--- src/rtl/ysyx_24110006_pkg.sv ---
// Shared definitions for the NPC front end: opcodes, NOP encoding, reset PC, IFU states.
package ysyx_24110006_pkg;

    localparam int unsigned XLEN   = 32;
    localparam int unsigned OPC_W  = 7;
    localparam int unsigned RESP_W = 2;

    localparam logic [OPC_W-1:0] OP_IMM = 7'b0010011;
    localparam logic [OPC_W-1:0] LOAD   = 7'b0000011;
    localparam logic [OPC_W-1:0] JALR   = 7'b1100111;
    localparam logic [OPC_W-1:0] SYSTEM = 7'b1110011;
    localparam logic [OPC_W-1:0] STORE  = 7'b0100011;
    localparam logic [OPC_W-1:0] BRANCH = 7'b1100011;
    localparam logic [OPC_W-1:0] LUI    = 7'b0110111;
    localparam logic [OPC_W-1:0] AUIPC  = 7'b0010111;
    localparam logic [OPC_W-1:0] JAL    = 7'b1101111;
    localparam logic [OPC_W-1:0] OP     = 7'b0110011;

    localparam logic [XLEN-1:0] NOP_INST         = 32'h0000_0013;
    localparam logic [XLEN-1:0] RESET_PC_DEFAULT = 32'h8000_0000;

    typedef enum logic [2:0] {
        S_IDLE  = 3'd0,
        S_REQ   = 3'd1,
        S_WAIT  = 3'd2,
        S_VALID = 3'd3,
        S_PEND  = 3'd4
    } ifu_state_e;

endpackage

--- src/rtl/ysyx_24110006_ifu_if.sv ---
// AXI4-Lite-style read channel between the IFU (master) and instruction memory (slave).
//  araddr/arvalid/arready : read address channel
//  rdata/rresp/rvalid/rready : read data channel
interface ysyx_24110006_ifu_if;
    import ysyx_24110006_pkg::*;

    logic [XLEN-1:0]   araddr;
    logic              arvalid;
    logic              arready;
    logic [XLEN-1:0]   rdata;
    logic [RESP_W-1:0] rresp;
    logic              rvalid;
    logic              rready;

    modport master (
        output araddr, arvalid, rready,
        input  arready, rdata, rresp, rvalid
    );

    modport slave (
        input  araddr, arvalid, rready,
        output arready, rdata, rresp, rvalid
    );

endinterface

--- src/rtl/ysyx_24110006_immgen.sv ---
// Combinational immediate generator: sign-extended immediate selected by opcode.
//  inst : instruction word
//  imm  : immediate (0 for opcodes without one)
module ysyx_24110006_immgen
    import ysyx_24110006_pkg::*;
(
    input  logic [XLEN-1:0] inst,
    output logic [XLEN-1:0] imm
);

    always_comb begin
        imm = '0;
        unique case (inst[OPC_W-1:0])
            OP_IMM, LOAD, JALR, SYSTEM:
                imm = {{20{inst[31]}}, inst[31:20]};
            STORE:
                imm = {{20{inst[31]}}, inst[31:25], inst[11:7]};
            BRANCH:
                imm = {{19{inst[31]}}, inst[31], inst[7], inst[30:25], inst[11:8], 1'b0};
            LUI, AUIPC:
                imm = {inst[31:12], 12'h000};
            JAL:
                imm = {{11{inst[31]}}, inst[31], inst[19:12], inst[20], inst[30:21], 1'b0};
            // funct7 exposed for R-type so decode can read it from the same bus
            OP:
                imm = {25'b0, inst[31:25]};
            default:
                imm = '0;
        endcase
    end

endmodule

--- src/rtl/ysyx_24110006_ifu.sv ---
// Instruction fetch stage: holds PC, issues one read per instruction, hands
// inst/imm/pc to decode, then waits for write-back to supply the next PC.
//  i_clock, i_reset : clock, synchronous active-low reset
//  rd               : read channel (master side)
//  o_inst/o_imm/o_pc/o_fetch_err/o_valid, i_ready : decode handshake
//  i_pc_wen/i_dnpc  : next PC from write-back
module ysyx_24110006_ifu
    import ysyx_24110006_pkg::*;
#(
    parameter logic [31:0] RESET_PC = RESET_PC_DEFAULT
) (
    input  logic                    i_clock,
    input  logic                    i_reset,
    ysyx_24110006_ifu_if.master     rd,
    output logic [XLEN-1:0]         o_inst,
    output logic [XLEN-1:0]         o_imm,
    output logic [XLEN-1:0]         o_pc,
    output logic                    o_fetch_err,
    output logic                    o_valid,
    input  logic                    i_ready,
    input  logic                    i_pc_wen,
    input  logic [XLEN-1:0]         i_dnpc
);

    ifu_state_e      state;
    ifu_state_e      state_next;
    logic [XLEN-1:0] pc;

    // State register
    always_ff @(posedge i_clock) begin
        if (!i_reset) state <= S_IDLE;
        else          state <= state_next;
    end

    // Next-state logic
    always_comb begin
        state_next = state;
        unique case (state)
            S_IDLE:  state_next = S_REQ;
            S_REQ:   if (rd.arready) state_next = S_WAIT;
            S_WAIT:  if (rd.rvalid)  state_next = S_VALID;
            S_VALID: if (i_ready)    state_next = S_PEND;
            S_PEND:  if (i_pc_wen)   state_next = S_REQ;
            default: state_next = S_IDLE;
        endcase
    end

    // Outputs decoded from the registered state
    always_comb begin
        rd.arvalid = 1'b0;
        rd.rready  = 1'b0;
        o_valid    = 1'b0;
        unique case (state)
            S_REQ:   rd.arvalid = 1'b1;
            S_WAIT:  rd.rready  = 1'b1;
            S_VALID: o_valid    = 1'b1;
            default: ;
        endcase
    end

    assign rd.araddr = pc;

    // PC and fetched-instruction registers
    always_ff @(posedge i_clock) begin
        if (!i_reset) begin
            pc          <= RESET_PC;
            o_inst      <= NOP_INST;
            o_pc        <= RESET_PC;
            o_fetch_err <= 1'b0;
        end else begin
            if (state == S_WAIT && rd.rvalid) begin
                o_inst      <= rd.rdata;
                o_pc        <= pc;
                o_fetch_err <= (rd.rresp != '0);
            end
            // Instruction addresses are word aligned; low bits are dropped
            if (state == S_PEND && i_pc_wen) begin
                pc <= i_dnpc & ~XLEN'(3);
            end
        end
    end

    ysyx_24110006_immgen u_immgen (
        .inst (o_inst),
        .imm  (o_imm)
    );

endmodule
--- src/flat_wrapper.sv ---
// flat-port wrapper written by rule: the top's interface ports become plain ports
module ysyx_24110006_ifu_flat import ysyx_24110006_pkg::*;
#(
    parameter logic [31:0] RESET_PC = RESET_PC_DEFAULT
)
  (i_clock, i_reset, o_inst, o_imm, o_pc, o_fetch_err, o_valid, i_ready, i_pc_wen, i_dnpc, rd_araddr, rd_arvalid, rd_rready, rd_arready, rd_rdata, rd_rresp, rd_rvalid);
  ysyx_24110006_ifu_if rd_i ();
  input  logic i_clock;
  input  logic i_reset;
  output logic [XLEN-1:0] o_inst;
  output logic [XLEN-1:0] o_imm;
  output logic [XLEN-1:0] o_pc;
  output logic o_fetch_err;
  output logic o_valid;
  input  logic i_ready;
  input  logic i_pc_wen;
  input  logic [XLEN-1:0] i_dnpc;
  output wire logic [$bits(rd_i.araddr)-1:0] rd_araddr;
  output wire logic [$bits(rd_i.arvalid)-1:0] rd_arvalid;
  output wire logic [$bits(rd_i.rready)-1:0] rd_rready;
  input wire logic [$bits(rd_i.arready)-1:0] rd_arready;
  input wire logic [$bits(rd_i.rdata)-1:0] rd_rdata;
  input wire logic [$bits(rd_i.rresp)-1:0] rd_rresp;
  input wire logic [$bits(rd_i.rvalid)-1:0] rd_rvalid;
  assign rd_araddr = rd_i.araddr;
  assign rd_arvalid = rd_i.arvalid;
  assign rd_rready = rd_i.rready;
  assign rd_i.arready = rd_arready;
  assign rd_i.rdata = rd_rdata;
  assign rd_i.rresp = rd_rresp;
  assign rd_i.rvalid = rd_rvalid;
  ysyx_24110006_ifu #(.RESET_PC(RESET_PC)) u_core (.i_clock(i_clock), .i_reset(i_reset), .rd(rd_i), .o_inst(o_inst), .o_imm(o_imm), .o_pc(o_pc), .o_fetch_err(o_fetch_err), .o_valid(o_valid), .i_ready(i_ready), .i_pc_wen(i_pc_wen), .i_dnpc(i_dnpc));
endmodule
--- config.mk ---
export PLATFORM = sky130hd
export DESIGN_NAME = ysyx_24110006_ifu_flat
export DESIGN_NICKNAME = d
export VERILOG_FILES = /design/src/rtl/ysyx_24110006_pkg.sv /design/src/rtl/ysyx_24110006_ifu_if.sv /design/src/rtl/ysyx_24110006_immgen.sv /design/src/rtl/ysyx_24110006_ifu.sv /design/src/flat_wrapper.sv
export SDC_FILE = /design/constraint.sdc
export NUM_CORES = 1
export LEC_CHECK = 0
export ABC_AREA = 0
export CAP_MARGIN = 5
export CORE_AREA = 2 2 105 107
export DETAILED_ROUTE_END_ITERATION = 16
export DIE_AREA = 0 0 107 109
export PLACE_DENSITY = 0.88
export SLEW_MARGIN = 20
export SYNTH_ARGS = -nofsm -noshare
export SYNTH_HDL_FRONTEND = slang
export SYNTH_SLANG_ARGS = --single-unit
--- constraint.sdc ---
create_clock -name i_clock -period 2 [get_ports i_clock]
set_clock_uncertainty 0.15 [all_clocks]
set_input_delay 0.5 -clock i_clock [delete_from_list [all_inputs] [get_ports i_clock]]
set_output_delay 0.5 -clock i_clock [all_outputs]
set_load 0.01 [all_outputs]
### Word level (Yosys, flattened, before mapping)

Index checks and enable logic that the tools add are counted.

| cells by class | value |
|---|---|
| add/subtract/negate cells | 0 |
| multiply operators | 0 |
| divide/modulo/power cells | 0 |
| order comparisons | 0 |
| equality and inequality tests | 18 |
| shift-type cells | 0 |
| mux-type cells | 9 |
| bitwise operators | 0 |
| reductions and logical operators | 7 |

Operators with widths:

| kind | count |
|---|---|
| 32-bit one-hot mux with 6 select lines | 1 |
| 7-bit == test (second input constant) | 4 |
| 7-bit by 6-bit == test with 1-bit output (second input constant) | 3 |
| 3-bit one-hot mux with 5 select lines | 1 |
| 7-bit by 5-bit == test with 1-bit output (second input constant) | 2 |
| 3-bit 2-to-1 mux | 4 |
| 2-bit != test (second input constant) | 4 |
| 7-bit by 2-bit == test with 1-bit output (second input constant) | 1 |
| 3-bit by 2-bit == test with 1-bit output (second input constant) | 2 |
| 4-bit AND reduction | 1 |
| 4-bit OR reduction | 1 |
| 3-bit by 1-bit == test with 1-bit output (second input constant) | 1 |
| 3-bit == test (second input constant) | 1 |
| 3-bit zero test | 1 |
| 1-bit 2-to-1 mux | 3 |
| 1-bit logical AND | 2 |
| 2-bit nonzero test | 1 |
| 2-bit OR reduction | 1 |

| word-level totals | value |
|---|---|
| flip-flop bits (word level) | 96 |
| bits in latches | 0 |
| RAM bits | 0 |
| memory bits (read-only) | 0 |
| bits of input ports | 72 |
| output and inout bits | 132 |
| word-level logic and storage cells | 39 |
| memories kept | 0 |

### Logic depth before layout (Yosys ltp)

| logic depth | value |
|---|---|
| depth after elaboration | 3 |
| mapped depth | 7 |
| mapped depth without buffers | 4 |

### By module

From an unflattened synthesis, not the netlist that was laid out.

| unflattened totals | value |
|---|---|
| cells, all modules | 518 |
| area, all modules | 4,226.6 sq um |

By module, submodules not included:

| module | times used | cells an instance | area an instance (sq um) |
|---|---|---|---|
| ysyx_24110006_ifu | 1 | 432 | 3,639.7 |
| ysyx_24110006_immgen | 1 | 86 | 586.8 |

### Least setup slack after synthesis

No wires, ideal clock.

| timing | value |
|---|---|
| kind | register -> output |
| start | register u_core.o_inst[6] |
| end | output o_imm[12] |
| data arrival time | 1.390 ns |
| required time | 1.350 ns |
| slack | -0.040 ns |
| stages on the path, launching flop included | 6 |
| cell sequence | dfxtp_1 -> buf_6 -> nand2b_1 -> a21oi_1 -> nor4b_4 -> a21o_1 |

| between the ends | value |
|---|---|
| cells in the longest elaborated chain, start to end | 3 |
| elaborated cells on any way between the ends | 13 |
| those cells by class | 10 x eq/ne; 1 x mux; 2 x reduce/logical |

RTL lines:

| what | line | source |
|---|---|---|
| start, declared | ysyx_24110006_ifu.sv:15 | `output logic [XLEN-1:0] o_inst,` |
| start signal, assigned | ysyx_24110006_ifu.sv:72 | `o_inst <= rd.rdata;` |
| 7-bit by 5-bit == test with 1-bit output (tied with other cells) | ysyx_24110006_immgen.sv:13 | `unique case (inst[OPC_W-1:0])` |
| 4-bit OR reduction / 2-bit OR reduction (equally long branches) | ysyx_24110006_immgen.sv:13 |  |
| 32-bit one-hot mux with 6 select lines (*) | ysyx_24110006_immgen.sv:13 |  |
| end, declared | flat_wrapper.sv:11 | `output logic [XLEN-1:0] o_imm;` |

Every way passes the cells marked *; elsewhere a longest branch is shown, timed or not.

### Worst setup path after layout

| timing | value |
|---|---|
| start | register u_core.o_inst[4] |
| end | output o_imm[30] |

The elaborated chain is that of the path after synthesis.

==> impl_metrics.py <==
metrics = {
    "outcome": {
        "status": "complete, but fails checks",
        "failed_checks": "negative setup slack",
    },
    "sta": {
        "min_period_ns": 2.49,
        "setup_viol_count_final": 32,
        "finalHoldViolations": 0,
        "rsz0062_at_grt": "true",
        "setup_slack_ns": -0.494,
        "hold-worst-slack_ns": 0.306,
        "fin_tns_setup_ns": -13.76,
        "fmax_mhz": 401,
        "fin_crit_sh": 1.25,
        "drv_slew": 0,
    },
    "synth": {
        "synth-main-ff-cell": "dfxtp_1",
        "syn_inst": 520,
        "ys_async_sr_fraction": 0,
        "synth-edff-count": 0,
        "syn_area_mm2": 0.00425,
        "syn_avg_cell_area_um2": 8.17,
        "synth_cell_types": 38,
        "ys_seq_area_frac": 0.452,
        "yosysWarnings": 0,
        "ys_ff_latch": 96,
    },
    "layout": {
        "area_growth_pct": 65.1,
        "utilization": 0.662,
        "nNetsFinal": 826,
        "fin_area_mm2": 0.00701,
        "fill_cells": 850,
        "n_antenna_cell": 0,
        "final_layout_size_suffix_gt1_frac": 0.223,
    },
    "routing": {
        "routed_via_density": 4.96,
        "drc_errors": 0,
        "wl_mm": 14.3,
        "vias": 4450,
        "wire_per_inst_um": 15.9,
        "postRouteAntennaNets": 0,
        "drtIter0Drc": 182,
        "drt-pass1-iter-count": 6,
    },
    "grt": {
        "grt_max_degree": 51,
        "grt_pass1_vias": 4413,
        "grt_use_total": 0.235,
        "grt_antenna_before_repair": 0,
        "grt_pass1_wl_mm": 21.7,
        "overflow": 0,
    },
    "clock_tree": {
        "ctsHoldBuffers": 0,
        "htreeDepth": 3,
        "clock_latency_ns": 0.36,
        "cts_root_buffer": "clkbuf_8",
        "cts.sinks": 96,
        "clk_path_buf_depth": 2,
        "clkTransAtPathRegs_ns": 0.09,
        "cts_buffers": 9,
        "cts_tree": "done",
    },
    "power": {
        "seqPwrFrac": 0.537,
        "combPwrFrac": 0.143,
        "swShare": 0.254,
        "clkPwrFrac": 0.320,
        "cell_internal_pwr_uw": 2710,
        "power.switching_uw": 924,
        "irDropWorstVdd_uv": 346,
        "power_uw": 3640,
        "p_per_area_mw_per_mm2": 518,
        "p_leak_uw": 0.00296,
    },
    "place": {
        "port_buffers": 197,
        "dpl_cell_area_mm2": 0.00662,
        "gp_congestion": 0.903,
        "dp_hpwl_mm": 10.2,
    },
    "floorplan": {
        "pin_count": 204,
        "row_count": 38,
        "die_h_um": 109,
        "dieWidth_um": 107,
        "dieArea_mm2": 0.0117,
        "initial_core_util": 0.401,
        "core_area_mm2": 0.0106,
    },
    "setup_path": {
        "crit_type": "flop to output port",
        "start_kind": "flop",
        "cp.required_ns": 1.35,
        "crit_fanout": 8,
        "cp_data_arrival_time_ns": 1.84,
        "critPathCaptureType": "output port",
    },
    "min_path": {
        "hold_class": "flop to flop",
    },
    "job": {
        "max-cap-violations": 0,
    },
}
==> worst paths after layout <==
| kind | startpoint | to | slack, ns | cells after the start |
|---|---|---|---|---|
| worst max-delay path | u_core.o_inst[4]$_SDFFE_PN1P_ | o_imm[30] | -0.49 | 7 |
| worst min-delay path | u_core.o_pc[14]$_SDFFE_PN0P_ | u_core.o_pc[14]$_SDFFE_PN0P_ | 0.31 | 2 |
| worst max register to register | u_core.state[0]$_SDFFE_PN0P_ | u_core.rd.araddr[21]$_SDFFE_PN0P_ | 0.39 | 6 |
| worst min register to register | u_core.o_pc[14]$_SDFFE_PN0P_ | u_core.o_pc[14]$_SDFFE_PN0P_ | 0.31 | 2 |
==> worst max-delay path, cell delays in order, from the launching register on <==
cell and delay (ns):
dfxtp_4 0.38, and4b_1 0.22, a311oi_2 0.26, buf_4 0.18
nor2_4 0.04, buf_6 0.13, a21o_1 0.15, buf_2 0.13
==> cell usage after synthesis (5+ instances only) <==
| master | number | area [um2] |
|---|---|---|
| buf_4 | 5 | 37.5 |
| nand3_1 | 7 | 35.0 |
| dfxtp_1 | 96 | 1920 |
| a22oi_1 | 5 | 37.5 |
| buf_2 | 14 | 70.1 |
| a21boi_0 | 31 | 233 |
| o21ai_0 | 8 | 40.0 |
| a21boi_1 | 56 | 420 |
| a21o_1 | 19 | 143 |
| a21oi_1 | 5 | 25.0 |
| clkbuf_1 | 14 | 52.6 |
| nor2_1 | 11 | 41.3 |
| inv_1 | 8 | 30.0 |
| and2_1 | 7 | 43.8 |
| buf_6 | 8 | 90.1 |
| nand2_1 | 193 | 724 |
==> routing by layer <==
layer | part of all wire | up-vias | global-route usage
met5 | 0 | - | 0
met4 | 0.023 | 0 | 0.0918
met3 | 0.082 | 25 | 0.0717
met2 | 0.50 | 174 | 0.419
met1 | 0.39 | 2080 | 0.263
li1 | - | 2171 | -
==> per-stage QoR <==
step | worst slack, ns | cells
after floorplan | 0.000449 | 523
after global placement | -0.706 | 867
after detailed placement | -0.798 | 867
after CTS | -0.478 | 895
after global routing | -0.544 | 898
final | -0.494 | 898
==> kinds of logic (layout without fill, tap and decap cells) <==
group           Yosys count  count (layout)  share of synthesized area
other cells               1               4                   0.000883
compound gates          135             135                      0.236
buf+inv                  49             284                     0.0660
simple gates            239             239                      0.244
flops                    96              96                      0.452
==> layout by cell type, fill, tap and decap left out, types with 14 or more instances in the layout <==
cell,count
a21boi_0,31
a21boi_1,56
a21o_1,19
buf_2,31
buf_4,42
buf_6,18
clkdlybuf4s50_1,143
dfxtp_1,74
dfxtp_2,14
nand2_1,189
==> flip-flops by register name, summed over array words and instances, names as in the netlist <==
name / cells
u_core.o_inst: 32
u_core.state: 3
u_core.rd.araddr: 30
u_core.o_fetch_err: 1
u_core.o_pc: 30
==> power groups by stage <==
| stage | logic (uW) | registers (uW) | clock network, uW |
|---|---|---|---|
| 2_1_floorplan | 187 | 2010 | 0 |
| 3_3_place_gp | 477 | 2000 | 0 |
| 3_5_place_dp | 488 | 2000 | 0 |
| 4_1_cts | 505 | 1960 | 1190 |
| 5_1_grt | 554 | 1960 | 1270 |
| 6_report | 518 | 1950 | 1160 |
==> final cells by class <==
class,instances,area (um2),share of cell area
timing repair buffer,261,2440,0.347
inverter,8,30.0,0.00428
multi-input combinational,378,2230,0.318
clock inverter,4,30.0,0.00428
sequential,96,1970,0.281
tap,140,175,0.0250
clock buffer,11,141,0.0202
==> repair_timing <==
action                                  CTS  global route
pin swaps                                25            13
endpoints found under the setup margin   56            41
setup buffers                            16             3
resized for setup                       220            26
Power figures use the tool's default switching activity.
